==> src/rtl/fetch_stage_pkg.sv <==
// Shared pipeline definitions for the front end.
//   NOP_INST         : canonical no-op word (addi x0, x0, 0).
//   DEFAULT_RESET_PC : PC loaded when the core comes out of reset.
//   fetch_entry_t    : {pc, inst} pair carried from fetch into the IF/ID register.
//   pc_next()        : sequential PC step, wraps modulo 2^32.
package fetch_stage_pkg;

  localparam logic [31:0] NOP_INST         = 32'h0000_0013;
  localparam logic [31:0] DEFAULT_RESET_PC = 32'h0100_0000;

  typedef struct packed {
    logic [31:0] pc;
    logic [31:0] inst;
  } fetch_entry_t;

  function automatic logic [31:0] pc_next(input logic [31:0] pc);
    return pc + 32'd4;
  endfunction

endpackage

==> src/rtl/fetch_stage_if.sv <==
// Handshake/bus bundle around the fetch stage.
//   redirect_valid/redirect_pc : taken branch/jump from execute
//   imem_addr/imem_data        : combinational instruction memory port
//   f_valid/f_pc/f_inst        : buffer head presented to decode
//   d_ready                    : decode accepts the head this cycle
// master = fetch stage side, slave = surrounding pipeline/memory side.
interface fetch_stage_if;

  logic        redirect_valid;
  logic [31:0] redirect_pc;
  logic [31:0] imem_addr;
  logic [31:0] imem_data;
  logic        f_valid;
  logic [31:0] f_pc;
  logic [31:0] f_inst;
  logic        d_ready;

  modport master (
    input  redirect_valid, redirect_pc, imem_data, d_ready,
    output imem_addr, f_valid, f_pc, f_inst
  );

  modport slave (
    output redirect_valid, redirect_pc, imem_data, d_ready,
    input  imem_addr, f_valid, f_pc, f_inst
  );

endinterface

==> src/rtl/fetch_buffer.sv <==
// Small synchronous FIFO of fetched {pc, inst} pairs.
//   clk, rst     : clock, asynchronous active-high reset
//   push_i       : write wr_entry_i at the tail
//   pop_i        : drop the head (caller only pops when count_o > 0)
//   flush_i      : empty the FIFO, overrides push and pop
//   wr_entry_i   : entry to write
//   head_o       : entry at the read pointer (stale when count_o == 0)
//   count_o      : number of valid entries, 0..DEPTH
// DEPTH must be a power of two >= 2 so the pointers wrap by natural overflow.
module fetch_buffer
  import fetch_stage_pkg::*;
#(
  parameter int DEPTH = 2
) (
  input  logic                         clk,
  input  logic                         rst,
  input  logic                         push_i,
  input  logic                         pop_i,
  input  logic                         flush_i,
  input  fetch_entry_t                 wr_entry_i,
  output fetch_entry_t                 head_o,
  output logic [$clog2(DEPTH+1)-1:0]   count_o
);

  localparam int PW = $clog2(DEPTH);
  localparam int CW = $clog2(DEPTH+1);

  fetch_entry_t    mem_q [DEPTH];
  logic [PW-1:0]   rd_ptr_q, rd_ptr_d;
  logic [PW-1:0]   wr_ptr_q, wr_ptr_d;
  logic [CW-1:0]   count_q,  count_d;

  always_comb begin
    rd_ptr_d = rd_ptr_q;
    wr_ptr_d = wr_ptr_q;
    count_d  = count_q;
    if (flush_i) begin
      rd_ptr_d = '0;
      wr_ptr_d = '0;
      count_d  = '0;
    end else begin
      if (push_i) wr_ptr_d = wr_ptr_q + PW'(1);
      if (pop_i)  rd_ptr_d = rd_ptr_q + PW'(1);
      count_d = count_q + CW'(push_i) - CW'(pop_i);
    end
  end

  always_ff @(posedge clk or posedge rst) begin
    if (rst) begin
      rd_ptr_q <= '0;
      wr_ptr_q <= '0;
      count_q  <= '0;
    end else begin
      rd_ptr_q <= rd_ptr_d;
      wr_ptr_q <= wr_ptr_d;
      count_q  <= count_d;
    end
  end

  // Storage needs no reset: count gates every read of it.
  always_ff @(posedge clk) begin
    if (push_i && !flush_i) mem_q[wr_ptr_q] <= wr_entry_i;
  end

  assign head_o  = mem_q[rd_ptr_q];
  assign count_o = count_q;

endmodule

==> src/rtl/fetch_stage.sv <==
// Pipeline front end: owns the PC, drives instruction memory, and queues
// fetched {pc, inst} pairs for decode.
//   clk, rst : clock, asynchronous active-high reset
//   bus      : fetch_stage_if.master (redirect, imem port, decode handshake)
// Parameters: RESET_PC (PC after reset), DEPTH (buffer entries, power of two >= 2).
// Redirect beats push/pop; f_* depend only on registered state, never on
// d_ready or redirect_* combinationally.
module fetch_stage
  import fetch_stage_pkg::*;
#(
  parameter logic [31:0] RESET_PC = DEFAULT_RESET_PC,
  parameter int          DEPTH    = 2
) (
  input  logic          clk,
  input  logic          rst,
  fetch_stage_if.master bus
);

  localparam int CW = $clog2(DEPTH+1);

  logic [31:0]   fetch_pc_q, fetch_pc_d;
  logic          push, pop, flush;
  logic [CW-1:0] count;
  fetch_entry_t  head, wr_entry;
  logic          unused_redirect_lsbs;

  assign unused_redirect_lsbs = ^bus.redirect_pc[1:0];

  assign pop   = bus.f_valid && bus.d_ready;
  assign flush = bus.redirect_valid;
  // A pop frees a slot in the same cycle, so a full buffer keeps streaming.
  assign push  = !bus.redirect_valid && ((count < CW'(DEPTH)) || pop);

  assign wr_entry.pc   = fetch_pc_q;
  assign wr_entry.inst = bus.imem_data;

  always_comb begin
    fetch_pc_d = fetch_pc_q;
    if (bus.redirect_valid) fetch_pc_d = {bus.redirect_pc[31:2], 2'b00};
    else if (push)          fetch_pc_d = pc_next(fetch_pc_q);
  end

  always_ff @(posedge clk or posedge rst) begin
    if (rst) fetch_pc_q <= RESET_PC;
    else     fetch_pc_q <= fetch_pc_d;
  end

  fetch_buffer #(
    .DEPTH (DEPTH)
  ) u_buffer (
    .clk        (clk),
    .rst        (rst),
    .push_i     (push),
    .pop_i      (pop),
    .flush_i    (flush),
    .wr_entry_i (wr_entry),
    .head_o     (head),
    .count_o    (count)
  );

  assign bus.imem_addr = fetch_pc_q;
  assign bus.f_valid   = (count != '0);
  assign bus.f_pc      = bus.f_valid ? head.pc   : 32'h0;
  assign bus.f_inst    = bus.f_valid ? head.inst : NOP_INST;

endmodule

==> src/flat_wrapper.sv <==
// flat-port wrapper written by rule: the top's interface ports become plain ports
module fetch_stage_flat import fetch_stage_pkg::*;
#(
  parameter logic [31:0] RESET_PC = DEFAULT_RESET_PC,
  parameter int          DEPTH    = 2
)
  (clk, rst, bus_redirect_valid, bus_redirect_pc, bus_imem_data, bus_d_ready, bus_imem_addr, bus_f_valid, bus_f_pc, bus_f_inst);
  fetch_stage_if bus_i ();
  input  logic clk;
  input  logic rst;
  input wire logic [$bits(bus_i.redirect_valid)-1:0] bus_redirect_valid;
  input wire logic [$bits(bus_i.redirect_pc)-1:0] bus_redirect_pc;
  input wire logic [$bits(bus_i.imem_data)-1:0] bus_imem_data;
  input wire logic [$bits(bus_i.d_ready)-1:0] bus_d_ready;
  output wire logic [$bits(bus_i.imem_addr)-1:0] bus_imem_addr;
  output wire logic [$bits(bus_i.f_valid)-1:0] bus_f_valid;
  output wire logic [$bits(bus_i.f_pc)-1:0] bus_f_pc;
  output wire logic [$bits(bus_i.f_inst)-1:0] bus_f_inst;
  assign bus_i.redirect_valid = bus_redirect_valid;
  assign bus_i.redirect_pc = bus_redirect_pc;
  assign bus_i.imem_data = bus_imem_data;
  assign bus_i.d_ready = bus_d_ready;
  assign bus_imem_addr = bus_i.imem_addr;
  assign bus_f_valid = bus_i.f_valid;
  assign bus_f_pc = bus_i.f_pc;
  assign bus_f_inst = bus_i.f_inst;
  fetch_stage #(.RESET_PC(RESET_PC), .DEPTH(DEPTH)) u_core (.clk(clk), .rst(rst), .bus(bus_i));
endmodule
==> config.mk <==
export PLATFORM = sky130hd
export DESIGN_NAME = fetch_stage_flat
export DESIGN_NICKNAME = d
export VERILOG_FILES = /design/src/rtl/fetch_stage_pkg.sv /design/src/rtl/fetch_stage_if.sv /design/src/rtl/fetch_buffer.sv /design/src/rtl/fetch_stage.sv /design/src/flat_wrapper.sv
export SDC_FILE = /design/constraint.sdc
export NUM_CORES = 1
export LEC_CHECK = 0
export CELL_PAD_IN_SITES_DETAIL_PLACEMENT = 0
export CELL_PAD_IN_SITES_GLOBAL_PLACEMENT = 1
export CORE_MARGIN = 2
export CORE_UTILIZATION = 35
export DETAILED_ROUTE_END_ITERATION = 12
export PLACE_DENSITY_LB_ADDON = 0.3
export SLEW_MARGIN = 20
export SYNTH_ARGS = -nofsm -noshare
export SYNTH_HDL_FRONTEND = slang
export SYNTH_SLANG_ARGS = --single-unit
==> constraint.sdc <==
create_clock -name clk -period 4.1 [get_ports clk]
set_input_delay 0.82 -clock clk [delete_from_list [all_inputs] [get_ports clk]]
set_output_delay 0.82 -clock clk [all_outputs]
set_load 0.005 [all_outputs]
# After elaboration in Yosys (flattened, before gate mapping)
# Memories as Yosys holds them, arrays and structs flattened.
# Cells that the tools add are included.
# totals
wordCells	30
ramBits	128
out_inout_bits	97
reg_bits	36
n_memories	1
# memory_table
memory	words	width	read_ports	rd_clocked_by_memory_dff	wr	line	text
u_core.u_buffer.mem_q	2	64	1	0	1	fetch_buffer.sv:28	fetch_entry_t mem_q [DEPTH];
# classes
n_addsub	5
n_lt_le_gt_ge	1
n_reduce_logical	8
muxes	11
# ops
cell	n
2-to-1 mux 32 bit	4
adder 32 x 3 -> 32 bit, second input constant	1
2-to-1 mux 1 bit	6
nonzero test 2 bit	3
logical AND 1 bit	3
adder 1 bit, second input constant	2
adder 2 x 1 -> 2 bit	1
less-than comparator 2 bit, second input constant	1
2-to-1 mux 2 bit	1
subtractor 2 x 1 -> 2 bit	1
logical NOT 1 bit	1
logical OR 1 bit	1

# Depth between registers and ports, before layout
# logic_depth
ltp_word	7
ltp_mapped	9

# By module
# Synthesis repeated with hierarchy kept, for this count alone.
# unflattened
hier_cells	529
hier_area_um2	7435.9
# modules_own_cells
mod	area_each_um2	n_inst	cells_per_inst
fetch_buffer	5034.8	1	217
fetch_stage	2401.1	1	312

# Worst setup path after synthesis
# No wires, ideal clock.
# synth_timing
path_kind	input to register
from	input port bus_d_ready
to	memory u_core.u_buffer.mem_q[0][0] (netlist bit) (enable)
setup_slack_ns	-0.581
cell_stages	5
path_buffers	2
setup_ns	0.482
t_arrival_ns	4.198
cell_sequence	nand2b_1 -> clkbuf_1 -> clkbuf_1 -> nand2_1 -> nor2_1
# synth_between
elab_chain_len	6
# synth_rtl
element	line	text
from (decl)	flat_wrapper.sv:14	input wire logic [$bits(bus_i.d_ready)-1:0] bus_d_ready;
logical AND 1 bit	fetch_stage.sv:29	assign pop = bus.f_valid && bus.d_ready;
logical OR 1 bit	fetch_stage.sv:32	assign push = !bus.redirect_valid && ((count < CW'(DEPTH)) || pop);
logical AND 1 bit	fetch_stage.sv:32	
logical AND 1 bit	fetch_buffer.sv:62	if (push_i && !flush_i) mem_q[wr_ptr_q] <= wr_entry_i;
2-to-1 mux 1 bit	fetch_buffer.sv:62	
2-to-1 mux 1 bit (not written as such)	fetch_buffer.sv:62	
to (decl)	fetch_buffer.sv:28	
# No other way between the ends.

# Worst setup path in the final report
# layout_timing
from	register u_core.u_buffer.rd_ptr_q
to	output port bus_f_pc[15]
# layout_between
elab_chain_len	2
# layout_rtl
element	line	text
from (decl)	fetch_buffer.sv:29	logic [PW-1:0] rd_ptr_q, rd_ptr_d;
from (signal assigned)	fetch_buffer.sv:54	rd_ptr_q <= rd_ptr_d;
memory (2 x 64 bit)	--	
2-to-1 mux 32 bit	fetch_stage.sv:63	assign bus.f_pc = bus.f_valid ? head.pc : 32'h0;
to (decl)	flat_wrapper.sv:17	output wire logic [$bits(bus_i.f_pc)-1:0] bus_f_pc;
# No other way between the ends.

==> flow_summary.toml <==
[status]
status = "finished, final reports clean"

[place]
hpwlAfterDp_mm = 10.9
gp_congestion = 0.782
placedCellCount = 884
numPortBuffers = 158

[floorplan]
die_x_um = 143
die_area_sq_mm = 0.0203
fp.coreArea_sq_mm = 0.0188
fp.dieH_um = 143
io_pins = 165
fp-row-count = 50
initial_core_util = 0.358

[synthesis]
ys_ff_latch = 158
netlist_area_sq_mm = 0.00672
synth_top_family_by_area = "simple AND/OR/NAND/NOR gates"
synth-edff-count = 124
synth_cell_types = 46
synth_compound_area_frac = 0.0434
syn_inst = 509
async_reset_ff_frac = 0.215
yosys.area_share.simple = 0.138
synthAdderAreaFrac = 0.00558
synthMuxAreaShare = 0.0938
synth-xor-area-share = 0.0156
ys.flop_type = "edfxtp_1"
synth_area_per_cell_sq_um = 13.2
synth_warnings = 0
yosysSeqAreaShare = 0.681

[timing]
rsz0062_at_grt = "false"
slew_violations = 0
period_share = 0.754
finalHoldViolations = 0
fmax_ghz = 0.323
final.setup.tns_ps = 0
setup_violations = 0
slew_headroom = 0.464
fin_skew_ps = 6.54
layout_min_cycle_time_ps = 3090
worst_pin_slew_ps = 797

[setup_path]
critical_path_class = "flop to output pin"
required_ps = 3280
critPathLaunchType = "flop"
r2r_start = "u_core.bus.imem_addr[4]"
crit_arrival_ps = 2270
end_kind = "output pin"
cp-startpoint = "u_core.u_buffer.rd_ptr_q"
path_max_fanout = 42

[clock_tree]
htreeDepth = 4
clockBufferDepth = 2
cts_buffers = 17
worstSkewPairLatency_ps = 420
clk_pin_slew_worst_paths_ps = 60
tritoncts = "built"
cts.sinks = 158
post-cts-setup-buffer-count = 0
post_cts_resized = 0
cts_hold_buffers = 0
cts-root-buf = "clkbuf_16"

[global_routing]
antenna_found_initial = 0
grt_overflow_total = 0
grt_pass1_vias = 4548
grt_max_degree = 52
grt_usage = 0.161
grt_pass1_wl_mm = 24.9

[drt]
wire_per_inst_um = 17.8
finalWirelength_mm = 16.3
drc_errors = 0
num_vias = 4658
antenna_left = 0
first_pass_iters = 5
drtIter0Drc = 321
via_per_inst = 5.09

[finish]
final_nets = 740
area_growth_pct = 37.0
final_cells = 916
diodes = 0
fin_util = 0.491
fillCellCount = 1666
drive_gt1_frac = 0.0718

[power_and_ir_drop]
finalPower_mw = 5.28
p_leak_nw = 3.18
irDropWorstVdd_mv = 0.329
power.density_mw_per_mm2 = 574

[worst_hold_path]
min_from = "u_core.bus.imem_addr[31]"
hold_path.class = "flop to flop"

[job]
maxCapViolCount = 0
[critical path: stages, from the launching register on]
cell	delay (ps)
dfrtp_4	700
buf_12	340
mux2i_1	230
nor2_1	60
clkdlybuf4s50_1	470
[state kept, by name, indices dropped and copies added, names as in the netlist]
signal and flops:
u_core.u_buffer.rd_ptr_q 1, u_core.u_buffer.count_o 2, u_core.bus.imem_addr 30, u_core.u_buffer.wr_ptr_q 1, u_core.u_buffer.mem_q 124
[cell type report]
type,count,area [sq um],area share
clock buffers,17,425,0.0462
clock inverters,15,171,0.0186
inverters,7,26.3,0.00285
multi-input cells,318,2030,0.221
flip-flops and latches,158,4580,0.497
well taps,234,293,0.0318
repair buffers,167,1680,0.183
[power breakdown]
group | leakage (nW) | internal (mW) | switching, mW
Sequential | 1.56 | 1.98 | 0.159
Clock | 0.278 | 0.953 | 0.625
Combinational | 1.35 | 0.857 | 0.705
[metal layers]
layer | up-vias | GRT usage | share of wire
met3 | 21 | 0.0431 | 0.075
met2 | 191 | 0.251 | 0.46
met4 | 0 | 0.0485 | 0.012
li1 | 2211 | - | -
met5 | - | 0 | 0
met1 | 2235 | 0.221 | 0.46
[cell families (layout without fill, tap and decap cells)]
family | Yosys count | count (layout)
compound gates | 45 | 45
xor+xnor | 12 | 12
simple gates | 191 | 191
mux | 63 | 63
buf+inv | 36 | 206
fa+ha+maj | 3 | 3
flops | 158 | 158
other cells | 1 | 4
[layout by cell type, fill, tap and decap left out, types with 5 or more instances in the layout]
master,instances
nand3_1,18
xor2_1,5
nor2_1,79
clkbuf_16,17
or4_1,8
clkdlybuf4s50_1,157
xnor2_1,7
a31oi_1,9
o211ai_1,5
dfrtp_1,32
and3_1,7
edfxtp_1,124
or3_1,6
inv_1,6
nand4_1,15
buf_4,6
o21ai_0,16
nand2_1,31
mux2i_1,63
[worst paths after layout]
check | endpoint | slack, ps | depth (start not counted)
worst max-delay path | bus_f_pc[15] | 1010 | 4
worst min-delay path | u_core.u_buffer.mem_q[1][63] | 540 | 0
worst max register to register | u_core.bus.imem_addr[27] | 1740 | 4
worst min register to register | u_core.u_buffer.mem_q[1][63] | 540 | 0
max in group asynchronous | u_core.u_buffer.rd_ptr_q | 2500 | 3
min in group asynchronous | u_core.bus.imem_addr[13] | 840 | 2
[cell usage after synthesis (all sizes together) (2+ instances only)]
cell type,number,share of area
edfxtp,124,0.55
nor2,81,0.045
mux2i,63,0.094
dfrtp,33,0.12
nand2,31,0.017
clkbuf,19,0.011
nand3,19,0.015
o21ai,16,0.012
nand4,15,0.014
buf,10,0.0080
a31oi,9,0.0084
and3,8,0.0074
or4,8,0.0089
xnor2,7,0.0091
inv,6,0.0034
or3,6,0.0056
o211ai,5,0.0056
xor2,5,0.0065
nor2b,4,0.0037
nor3,4,0.0030
o31ai,4,0.0045
and2,3,0.0028
ha,3,0.0056
nor4,3,0.0028
or4b,3,0.0050
a21oi,2,0.0015
a22oi,2,0.0022
and4,2,0.0026
nor4b,2,0.0026
[per-stage QoR]
step | hold slack, ps | area [sq um] | setup slack, ps
6_report | 542 | 9210 | 1010
5_1_grt | 582 | 9210 | 877
4_1_cts | 547 | 9210 | 955
3_5_place_dp | 532 | 8610 | 988
3_3_place_gp | 526 | 8610 | 1010
2_1_floorplan | 508 | 6740 | 448
(Power assumes the default switching activity.)
